===== src/rtl/cordic_pkg.sv =====
// Shared CORDIC constants: angle format, arctangent table, gain
// inverse and FSM states for the rotation and vectoring engines.
package cordic_pkg;

    localparam int ANGLE_W = 32;
    localparam logic [ANGLE_W-1:0] ANGLE_180 = 32'h8000_0000;
    localparam logic [15:0] INV_GAIN = 16'h9B75;

    // round(atan(2^-i) / 2pi * 2^32)
    localparam logic [ANGLE_W-1:0] ATAN [32] = '{
        32'h2000_0000, 32'h12E4_051E, 32'h09FB_385B, 32'h0511_11D4,
        32'h028B_0D43, 32'h0145_D7E1, 32'h00A2_F61E, 32'h0051_7C55,
        32'h0028_BE53, 32'h0014_5F2F, 32'h000A_2F98, 32'h0005_17CC,
        32'h0002_8BE6, 32'h0001_45F3, 32'h0000_A2FA, 32'h0000_517D,
        32'h0000_28BE, 32'h0000_145F, 32'h0000_0A30, 32'h0000_0518,
        32'h0000_028C, 32'h0000_0146, 32'h0000_00A3, 32'h0000_0051,
        32'h0000_0029, 32'h0000_0014, 32'h0000_000A, 32'h0000_0005,
        32'h0000_0003, 32'h0000_0001, 32'h0000_0001, 32'h0000_0000
    };

    typedef enum logic [1:0] {
        IDLE   = 2'd0,
        ROTATE = 2'd1,
        COMP   = 2'd2,
        DONE   = 2'd3
    } cordic_state_e;

endpackage


===== src/rtl/cordic_vectoring_if.sv =====
// Operand/result handshake bundle for the vectoring CORDIC.
// The master side is the upstream producer / downstream consumer.
interface cordic_vectoring_if #(
    parameter int XY_SIZE = 16
);
    import cordic_pkg::*;

    logic                      in_valid;
    logic                      in_ready;
    logic signed [XY_SIZE-1:0] xin;
    logic signed [XY_SIZE-1:0] yin;
    logic                      out_valid;
    logic                      out_ready;
    logic [XY_SIZE+1:0]        mag;
    logic [ANGLE_W-1:0]        angle;

    modport master (
        output in_valid, xin, yin, out_ready,
        input  in_ready, out_valid, mag, angle
    );

    modport slave (
        input  in_valid, xin, yin, out_ready,
        output in_ready, out_valid, mag, angle
    );

endinterface


===== src/rtl/cordic_vec_microrot.sv =====
// One vectoring micro-rotation: steers y toward zero by +/-atan(2^-i)
// and accumulates the applied angle in z.
module cordic_vec_microrot
    import cordic_pkg::*;
#(
    parameter int W  = 18,
    parameter int IW = 4
) (
    input  logic signed [W-1:0]       x_i,
    input  logic signed [W-1:0]       y_i,
    input  logic        [ANGLE_W-1:0] z_i,
    input  logic        [IW-1:0]      i_i,
    output logic signed [W-1:0]       x_o,
    output logic signed [W-1:0]       y_o,
    output logic        [ANGLE_W-1:0] z_o
);

    logic signed [W-1:0]  xs;
    logic signed [W-1:0]  ys;
    logic [4:0]           idx;
    logic [ANGLE_W-1:0]   at;
    logic                 y_pos;

    assign xs    = x_i >>> i_i;
    assign ys    = y_i >>> i_i;
    assign idx   = 5'(i_i);
    assign at    = ATAN[idx];
    assign y_pos = ~y_i[W-1];

    always_comb begin
        x_o = y_pos ? (x_i + ys) : (x_i - ys);
        y_o = y_pos ? (y_i - xs) : (y_i + xs);
        z_o = y_pos ? (z_i + at) : (z_i - at);
    end

endmodule


===== src/rtl/cordic_vectoring.sv =====
// Iterative vectoring-mode CORDIC: magnitude and atan2 angle.
// Define CORDIC_VEC_GAIN_COMP_EN to add the gain-compensation state.
module cordic_vectoring
    import cordic_pkg::*;
#(
    parameter int XY_SIZE = 16
) (
    input  logic               clock,
    input  logic               reset,
    cordic_vectoring_if.slave  bus
);

    localparam int W   = XY_SIZE + 2;
    localparam int IW  = $clog2(XY_SIZE);
    localparam int STG = XY_SIZE;

    cordic_state_e state_q, state_d;

    logic signed [W-1:0]  x_q, x_d;
    logic signed [W-1:0]  y_q, y_d;
    logic [ANGLE_W-1:0]   z_q, z_d;
    logic [IW-1:0]        iter_q, iter_d;
    logic                 zero_q, zero_d;
    logic [W-1:0]         mag_q, mag_d;
    logic [ANGLE_W-1:0]   angle_q, angle_d;

    logic signed [W-1:0]  xe, ye;
    logic signed [W-1:0]  xr, yr;
    logic [ANGLE_W-1:0]   zr;
    logic                 last;

    assign xe   = {{(W-XY_SIZE){bus.xin[XY_SIZE-1]}}, bus.xin};
    assign ye   = {{(W-XY_SIZE){bus.yin[XY_SIZE-1]}}, bus.yin};
    assign last = (iter_q == IW'(STG - 1));

    cordic_vec_microrot #(
        .W  (W),
        .IW (IW)
    ) u_rot (
        .x_i (x_q),
        .y_i (y_q),
        .z_i (z_q),
        .i_i (iter_q),
        .x_o (xr),
        .y_o (yr),
        .z_o (zr)
    );

    always_ff @(posedge clock or posedge reset) begin
        if (reset) begin
            state_q <= IDLE;
            x_q     <= '0;
            y_q     <= '0;
            z_q     <= '0;
            iter_q  <= '0;
            zero_q  <= 1'b0;
            mag_q   <= '0;
            angle_q <= '0;
        end else begin
            state_q <= state_d;
            x_q     <= x_d;
            y_q     <= y_d;
            z_q     <= z_d;
            iter_q  <= iter_d;
            zero_q  <= zero_d;
            mag_q   <= mag_d;
            angle_q <= angle_d;
        end
    end

    always_comb begin
        state_d = state_q;
        x_d     = x_q;
        y_d     = y_q;
        z_d     = z_q;
        iter_d  = iter_q;
        zero_d  = zero_q;
        mag_d   = mag_q;
        angle_d = angle_q;
        unique case (state_q)
            IDLE: begin
                if (bus.in_valid) begin
                    // fold the left half-plane onto the right
                    if (xe[W-1]) begin
                        x_d = -xe;
                        y_d = -ye;
                        z_d = ANGLE_180;
                    end else begin
                        x_d = xe;
                        y_d = ye;
                        z_d = '0;
                    end
                    zero_d  = (bus.xin == '0) && (bus.yin == '0);
                    iter_d  = '0;
                    state_d = ROTATE;
                end
            end
            ROTATE: begin
                x_d    = xr;
                y_d    = yr;
                z_d    = zr;
                iter_d = iter_q + IW'(1);
                if (last) begin
`ifdef CORDIC_VEC_GAIN_COMP_EN
                    state_d = COMP;
`else
                    state_d = DONE;
                    mag_d   = zero_q ? '0 : W'($unsigned(xr));
                    angle_d = zero_q ? '0 : zr;
`endif
                end
            end
`ifdef CORDIC_VEC_GAIN_COMP_EN
            COMP: begin
                state_d = DONE;
                mag_d   = zero_q ? '0 : W'(((W+16)'($unsigned(x_q))
                          * (W+16)'(INV_GAIN)) >> 16);
                angle_d = zero_q ? '0 : z_q;
            end
`endif
            DONE: begin
                if (bus.out_ready) state_d = IDLE;
            end
            default: state_d = IDLE;
        endcase
    end

    assign bus.in_ready  = (state_q == IDLE);
    assign bus.out_valid = (state_q == DONE);
    assign bus.mag       = mag_q;
    assign bus.angle     = angle_q;

endmodule


===== src/flat_wrapper.sv =====
// flat-port wrapper written by rule: the top's interface ports become plain ports
module cordic_vectoring_flat import cordic_pkg::*;
#(
    parameter int XY_SIZE = 16
)
  (clock, reset, bus_in_valid, bus_xin, bus_yin, bus_out_ready, bus_in_ready, bus_out_valid, bus_mag, bus_angle);
  cordic_vectoring_if #(.XY_SIZE(XY_SIZE)) bus_i ();
  input  logic clock;
  input  logic reset;
  input wire logic [$bits(bus_i.in_valid)-1:0] bus_in_valid;
  input wire logic [$bits(bus_i.xin)-1:0] bus_xin;
  input wire logic [$bits(bus_i.yin)-1:0] bus_yin;
  input wire logic [$bits(bus_i.out_ready)-1:0] bus_out_ready;
  output wire logic [$bits(bus_i.in_ready)-1:0] bus_in_ready;
  output wire logic [$bits(bus_i.out_valid)-1:0] bus_out_valid;
  output wire logic [$bits(bus_i.mag)-1:0] bus_mag;
  output wire logic [$bits(bus_i.angle)-1:0] bus_angle;
  assign bus_i.in_valid = bus_in_valid;
  assign bus_i.xin = bus_xin;
  assign bus_i.yin = bus_yin;
  assign bus_i.out_ready = bus_out_ready;
  assign bus_in_ready = bus_i.in_ready;
  assign bus_out_valid = bus_i.out_valid;
  assign bus_mag = bus_i.mag;
  assign bus_angle = bus_i.angle;
  cordic_vectoring #(.XY_SIZE(XY_SIZE)) u_core (.clock(clock), .reset(reset), .bus(bus_i));
endmodule

===== config.mk =====
export PLATFORM = sky130hd
export DESIGN_NAME = cordic_vectoring_flat
export DESIGN_NICKNAME = d
export VERILOG_FILES = /design/src/rtl/cordic_pkg.sv /design/src/rtl/cordic_vectoring_if.sv /design/src/rtl/cordic_vec_microrot.sv /design/src/rtl/cordic_vectoring.sv /design/src/flat_wrapper.sv
export SDC_FILE = /design/constraint.sdc
export NUM_CORES = 1
export LEC_CHECK = 0
export ABC_AREA = 1
export BUFFER_PORTS_ARGS = -buffer_cell sky130_fd_sc_hd__buf_2
export CORE_UTILIZATION = 60
export DETAILED_ROUTE_END_ITERATION = 7
export PLACE_DENSITY = 0.76
export SLEW_MARGIN = 25
export SYNTH_ARGS = -nofsm -noshare
export SYNTH_HDL_FRONTEND = slang
export SYNTH_SLANG_ARGS = --single-unit

===== constraint.sdc =====
create_clock -name clock -period 8.9 [get_ports clock]
set_input_delay 1.78 -clock clock [delete_from_list [all_inputs] [get_ports clock]]
set_output_delay 1.78 -clock clock [all_outputs]
set_load 0.1 [all_outputs]

=== After elaboration in Yosys (flattened, before gate mapping) ===
Memories as Yosys holds them, arrays and structs flattened.
Index checks and enable logic that the tools add are counted.

* Shift operators: 2
* Bitwise gates (word level): 1
* Muxes and demuxes: 22
* Reductions and logical operators: 9
* $lt $le $gt $ge: 1
* Eq/ne operators: 6
* $add $sub $neg: 9

{| class="wikitable"
|+ Operators by type and width
! kind !! count
|-
| $mux W32 || 6
|-
| $mux W18 || 7
|-
| $pmux W18 S2 || 2
|-
| $pmux W32 S2 || 1
|-
| $add A18 B18 Y18 || 2
|-
| $neg A16 Y18 || 2
|-
| $sshr A18 B4 Y18 || 2
|-
| $sub A18 B18 Y18 || 2
|-
| $add A32 B32 Y32 || 1
|-
| $logic_not A16 Y1 || 2
|-
| $sub A32 B32 Y32 || 1
|-
| $pmux W4 S2 || 1
|-
| $ge A6 B6 Y1 const B || 1
|-
| $mux W2 || 3
|-
| $not A4 Y6 || 1
|-
| $pmux W2 S3 || 1
|-
| $reduce_and A2 Y1 || 3
|-
| $add A4 B1 Y4 const B || 1
|-
| $eq A4 B4 Y1 const B || 1
|-
| $mux W4 || 1
|-
| $ne A2 B2 Y1 const B || 2
|-
| $reduce_and A3 Y1 || 1
|-
| $eq A2 B1 Y1 const B || 1
|-
| $eq A2 B2 Y1 const B || 1
|-
| 4 further kinds || 4
|}

* Input bits: 36
* Memory bits (read-only): 1024
* Flip-flop bits (word level): 125
* Memories kept: 1
* Output and inout port bits: 52
* Word-level logic and storage cells: 59

{| class="wikitable"
|+ Memories
! name !! words !! width !! read ports !! clocked after memory_dff !! wr ports !! line !! source
|-
| (no name shown) || 32 || 32 || 1 || 0 || 0 || cordic_vec_microrot.sv:27 || <nowiki>assign at = ATAN[idx];</nowiki>
|}

=== Longest topological paths before layout ===
* Depth after elaboration: 7
* Gate-level depth with buffers: 30
* Gate-level depth less buffers: 28

=== Hierarchy ===
Synthesis repeated with hierarchy kept, for this count alone.

* Cells, all modules: 2025
* Area, all modules: 13135.1 sq um

{| class="wikitable"
|+ By module, submodules not included
! module !! cells an instance !! seq. area each (sq um) !! area each (sq um) !! times used
|-
| cordic_vec_microrot || 1271 || 0.0 || 7020.5 || 1
|-
| cordic_vectoring || 754 || 3128.0 || 6114.6 || 1
|}

=== Worst setup path after synthesis ===
No wires, ideal clock.

* Kind: flip-flop to flip-flop
* Start: reg u_core.iter_q[1]
* End: reg u_core.z_q[31]
* Path buffers: 2
* Data arrival time: 4224 ps
* Path slack: 4546 ps
* Required time: 8770 ps
* Stages on the path, launching flop included: 26
* Library setup time: 130 ps
* Clock period less this slack: 4354 ps
* Cells stage by stage: dfrtp_1 inv_2 buf_4 buf_2 ha_1 inv_1 a21oi_1 nand2_1 o21ai_1 inv_1 ha_1 inv_1 nor3_2 nand2_1 o31ai_4 nand2_1 xor2_1 ha_1 nand2_1 nor4_1 nand3_1 nand3_1 a21oi_1 or2_2 nand3_1 a21boi_0

* Word-level cells in the longest chain between the ends: 7
* Elaborated cells on any way between the ends: 8
* Those cells by class: add/sub (2); mux (4); bitwise (1); memory (1)

{| class="wikitable"
|+ RTL lines
! item !! line !! source
|-
| from (decl) || cordic_vectoring.sv:22 || <nowiki>logic [IW-1:0] iter_q, iter_d;</nowiki>
|-
| from (signal assigned) || cordic_vectoring.sv:64 || <nowiki>iter_q <= iter_d;</nowiki>
|-
| $not A4 Y6 (implied by the code) * || cordic_vec_microrot.sv:27 ||
|-
| $mem_v2 Z32 W32 * || - ||
|-
| $mux W32 (implied by the code) * (2 in series) || cordic_vec_microrot.sv:27 ||
|-
| $add A32 B32 Y32 / $sub A32 B32 Y32 (equally long branches) || cordic_vec_microrot.sv:33 || <nowiki>z_o = y_pos ? (z_i + at) : (z_i - at);</nowiki>
|-
| $mux W32 * || cordic_vec_microrot.sv:33 ||
|-
| $pmux W32 S2 * || cordic_vectoring.sv:80 || <nowiki>unique case (state_q)</nowiki>
|-
| to (signal assigned) || cordic_vectoring.sv:63 || <nowiki>z_q <= z_d;</nowiki>
|-
| to (decl) || cordic_vectoring.sv:21 || <nowiki>logic [ANGLE_W-1:0] z_q, z_d;</nowiki>
|}

Every way passes the cells marked *; elsewhere a longest branch is shown, timed or not. The select of a mux whose other input is x is not followed.
A chain may end at the register's enable or synchronous reset.

=== Worst setup path in the final report ===
* Start: reg u_core.iter_q[0]
* End: reg u_core.angle_q[29], in the netlist u_core.bus.angle[29]

* Word-level cells in the longest chain between the ends: 7
* Elaborated cells on any way between the ends: 10
* Those cells by class: add/sub (2); eq/ne (1); mux (4); bitwise (1); reduce/logical (1); memory (1)

{| class="wikitable"
|+ RTL lines
! item !! line !! source
|-
| $not A4 Y6 (implied by the code) || cordic_vec_microrot.sv:27 ||
|-
| $mem_v2 Z32 W32 || - ||
|-
| $mux W32 (implied by the code) (2 in series) || cordic_vec_microrot.sv:27 ||
|-
| $add A32 B32 Y32 / $sub A32 B32 Y32 (equally long branches) || cordic_vec_microrot.sv:33 ||
|-
| $mux W32 || cordic_vec_microrot.sv:33 ||
|-
| $mux W32 || cordic_vectoring.sv:109 || <nowiki>angle_d = zero_q ? '0 : zr;</nowiki>
|-
| to (signal assigned) || cordic_vectoring.sv:67 || <nowiki>angle_q <= angle_d;</nowiki>
|-
| to (decl) || cordic_vectoring.sv:25 || <nowiki>logic [ANGLE_W-1:0] angle_q, angle_d;</nowiki>
|}

Parallel ways exist; a longest one is shown, timed or not. The select of a mux whose other input is x is not followed.

==> impl.org <==
** Run status
- Outcome :: finished, final reports clean

** Setup path
- The critical path is of the reg2reg type.
- CP most frequent cell :: nand2_1
- Largest stage delay on the critical path :: 0.46 ns
- STA classifies the critical path startpoint as a flop.
- Data required time of the critical path :: 9.22 ns
- Terminus of the critical flop-to-flop path :: u_core.bus.angle[29]$_DFFE_PP0P_
- Together, buffers and inverters on the worst path number 5.
- In this design, the largest share of critical-path delay is due to simple AND/OR/NAND/NOR gates.
- In this run the number of cells on the critical path is 26.
- Measured in cells, the most critical reg-to-reg path has a length of 26.
- The worst register-to-register path begins at u_core.iter_q[0]$_DFFE_PP0P_.
- For this design, the slowest cell found on the critical path is buf_4.
- Along the worst path, the maximum fanout reaches 54.
- Arr. time, crit path :: 5.88 ns
- In this run the register-to-register setup slack is 3.34 ns.
- STA classifies the critical path endpoint as a flop.

** Routing
- After detailed routing, the number of remaining DRC violations is 0.
- Via density per instance :: 5.83
- In the final routed layout, each cell accounts on average for 16.6 um.
- Post-detailed-route count of antenna-violating nets :: 0
- Summing over every cut layer, the via total after detailed routing is 12900.
- The detailed router finished its first iteration with 915 violations.
- The routed design has 36.7 mm of wire.
- Drt pass-1 iters :: 6

** Clock network
- The number of gates resized after CTS was 0.
- TritonCTS built the clock tree.
- Number of clock buffers inserted by TritonCTS :: 17
- Number of buffers on the longest clock path :: 2
- After clock tree synthesis, the clock-pin slew on the worst setup and hold paths is 0.06 ns.
- CTS H-tree lvls :: 4
- Post-CTS timing repair inserted 0 buffers for setup.
- Hold buffer count at cts :: 0
- Clock tree synthesis found a total of 125 sinks.
- Clock latency on the worst-skew pair, taken at its later pin, is 0.44 ns.
- The root buffer cell chosen for the clock tree is clkbuf_16.

** Synth
- Synth async-reset ratio :: 100%
- During synthesis, Yosys emitted a total of 0 warnings.
- Synthesis produced 1882 cells.
- For this run, the leading register cell type out of synthesis is dfrtp_1.
- Each instance of the synthesized netlist takes up on average 6.54 um^2.
- The share of the Yosys chip area taken by registers is 25.4%.
- Number of synthesized register bits :: 125
- Post-synth EDFFs :: 0
- Counting distinct cell types in the post-synthesis netlist gives 56.
- After synthesis the cells add up to 0.0123 mm^2.
- When the netlist entered floorplanning its net count stood at 2000.

** Cells and area
- In the layout the commonest cells are 528 x nand2_1, 187 x nand3_1, 184 x inv_1.
- Excluding fillers, the count of instances in the completed layout stands at 2209.
- After the last flow step, the layout net total stands at 2042.
- Most frequent standard cell in the layout excluding fill and tap cells :: nand2_1
- Number of fillers in the final layout :: 1873
- The area growth from synthesis to layout is 8.80%.
- In the final layout, the share of cells above drive strength 1 is 10.2%.

** Floorplanning
- Width of the die :: 145 um
- Initial Util :: 61.0%
- Standard cell core area :: 0.0202 mm^2
- The floorplan has 52 rows.
- The die covers 0.0211 mm^2.
- In this run the vertical extent of the chip is 145 um.
- Top-Level Pins :: 88

** STA
- Min cycle time layout :: 5.56 ns
- Achievable clock frequency :: 0.180 GHz
- Actual slew at the worst max-slew pin :: 0.913 ns
- Count of final max-slew check failures :: 0
- Setup violations remaining at the end of the flow were counted as 0.
- Total negative setup slack :: 0 ns
- Final worst-path cycle share :: 62.5%
- Worst Clk Skew :: 0.0140 ns
- Setup repair after global routing left no endpoint under its margin.
- In this run the tightest slew margin relative to its limit is 39.1%.
- The number of failing hold endpoints at the final stage was 0.

** Placement
- Placer's final routability congestion estimate :: 0.951
- Number of input and output port buffers inserted :: 87
- The wire-length estimate of the detail-placed layout is 27.3 mm.
- Number of cells in the design after placement :: 2175

** Worst hold path
- Worst Min Path Start :: u_core.bus.angle[19]$_DFFE_PP0P_
- The worst hold path belongs to the class reg2reg.
- WHS Path Cells :: 2
- The worst hold path terminates at u_core.bus.angle[19]$_DFFE_PP0P_.

** Global route
- The number of global-route vias before repair was 12000.
- The total overflow left after global routing is 0.
- Total routing resource utilization after global routing :: 35.2%
- The initial antenna violation count is 2.
- Entering global routing, the biggest net connects 71 pins.
- Global-route wire length before repair :: 59.8 mm

** Run
- Max-cap viol count :: 0
[metrics by stage]
step	hold WS (ns)	utilization, %	setup slack [ns]	instance area (um^2)
2_1_floorplan	0.447	-	3.79	12300
4_1_cts	0.477	66.3	3.44	13400
6_report	0.472	66.4	3.34	13400
3_5_place_dp	0.460	63.4	3.48	12800
3_3_place_gp	0.458	63.4	3.63	12800
5_1_grt	0.500	66.4	2.87	13400
[state kept, by name (all words and copies together) (netlist names)]
name,flops
u_core.zero_q,1
u_core.bus.angle,32
u_core.z_q,32
u_core.iter_q,4
u_core.bus.mag,18
u_core.state_q,2
u_core.y_q,18
u_core.x_q,18
[area by class of cell]
| type | count | area, um^2 | area share (%) |
|---|---|---|---|
| Antenna cell | 2 | 5.00 | 0.0374 |
| Clock buffer | 18 | 439 | 3.28 |
| Clock inverter | 14 | 146 | 1.09 |
| Inverter | 196 | 741 | 5.53 |
| Multi-Input combinational cell | 1484 | 8060 | 60.2 |
| Sequential cell | 125 | 3130 | 23.4 |
| Tap cell | 270 | 338 | 2.52 |
| Timing Repair Buffer | 100 | 533 | 3.98 |
[cell usage after synthesis (2+ instances only)]
cell / number / area (um^2)
nand2_1: 528 / 1980
nand3_1: 187 / 936
inv_1: 186 / 698
o21ai_0: 158 / 791
dfrtp_1: 125 / 3130
nor2_1: 108 / 405
a21oi_1: 107 / 536
ha_1: 79 / 988
xor2_1: 51 / 447
clkbuf_1: 38 / 143
o21ai_1: 27 / 135
xnor2_1: 26 / 228
a31oi_1: 25 / 156
nor3_1: 24 / 120
or2_2: 22 / 138
nand4_1: 17 / 106
buf_2: 16 / 80.1
a32o_1: 12 / 120
a2bb2oi_1: 10 / 87.6
nor2_2: 10 / 62.6
inv_2: 9 / 33.8
a21o_1: 8 / 60.1
a22oi_1: 8 / 60.1
buf_1: 8 / 30.0
buf_4: 8 / 60.1
buf_6: 7 / 78.8
nand3b_1: 7 / 52.6
o21bai_1: 7 / 52.6
o211ai_1: 6 / 45.0
a22o_1: 5 / 43.8
nor2_4: 5 / 56.3
o21a_1: 5 / 37.5
nand2_2: 4 / 25.0
o22ai_1: 4 / 25.0
a21boi_0: 3 / 22.5
fa_1: 3 / 60.1
nor4_1: 3 / 18.8
o311ai_0: 3 / 26.3
a211oi_1: 2 / 15.0
nor3_2: 2 / 20.0
o21ai_2: 2 / 17.5
o221ai_1: 2 / 17.5
o31ai_1: 2 / 15.0
[worst max path at each step]
stage	from	endpoint	slack [ns]
2_1_floorplan	reset	u_core.bus.angle[0]$_DFFE_PP0P_	3.79
3_3_place_gp	u_core.iter_q[0]$_DFFE_PP0P_	u_core.z_q[29]$_DFFE_PP0P_	3.63
3_5_place_dp	u_core.iter_q[0]$_DFFE_PP0P_	u_core.bus.angle[29]$_DFFE_PP0P_	3.48
4_1_cts	u_core.iter_q[0]$_DFFE_PP0P_	u_core.bus.angle[29]$_DFFE_PP0P_	3.44
5_1_grt	u_core.iter_q[0]$_DFFE_PP0P_	u_core.bus.angle[29]$_DFFE_PP0P_	2.87
6_report	u_core.iter_q[0]$_DFFE_PP0P_	u_core.bus.angle[29]$_DFFE_PP0P_	3.34
[worst register-to-register path: stages (launching register included)]
cell and delay, ns:
dfrtp_1 0.33, buf_4 0.46, inv_2 0.41, ha_1 0.41, inv_1 0.12, a21oi_1 0.12
nand2_1 0.15, o21ai_1 0.14, inv_1 0.11, ha_1 0.14, inv_1 0.06, nor3_2 0.21
nand2_1 0.13, o31ai_4 0.32, nand2_1 0.21, xor2_1 0.19, ha_1 0.35, a21oi_1 0.23
a21boi_0 0.25, o21ai_0 0.15, nand2_1 0.09, nand3_1 0.16, nand3_1 0.12, o2111ai_1 0.15
or2_2 0.32, nand3_1 0.08, nand2_1 0.06
[metal layers]
layer | up-vias | part of all wire, % | global-route usage [%] | routed length [um]
met4 | 0 | 4.5 | 16.9 | 1630
met1 | 5923 | 42 | 44.2 | 15600
li1 | 6401 | - | - | -
met3 | 102 | 5.1 | 4.28 | 1890
met5 | - | 0 | 0 | 0
met2 | 462 | 48 | 59.8 | 17600
[cell families after synthesis]
family | synth area share [%]
AND/OR/NAND/NOR | 32.1
AO/OA/AOI/OAI | 19.2
buffers and inverters | 9.18
flip-flops | 25.4
adder cells (fa/ha/maj) | 8.52
XOR/XNOR | 5.48
multiplexers | 0.0814
Power is left out: the tool's default activity adds up to more than one toggle a clock period on the data nets, which glitch-free logic cannot reach.
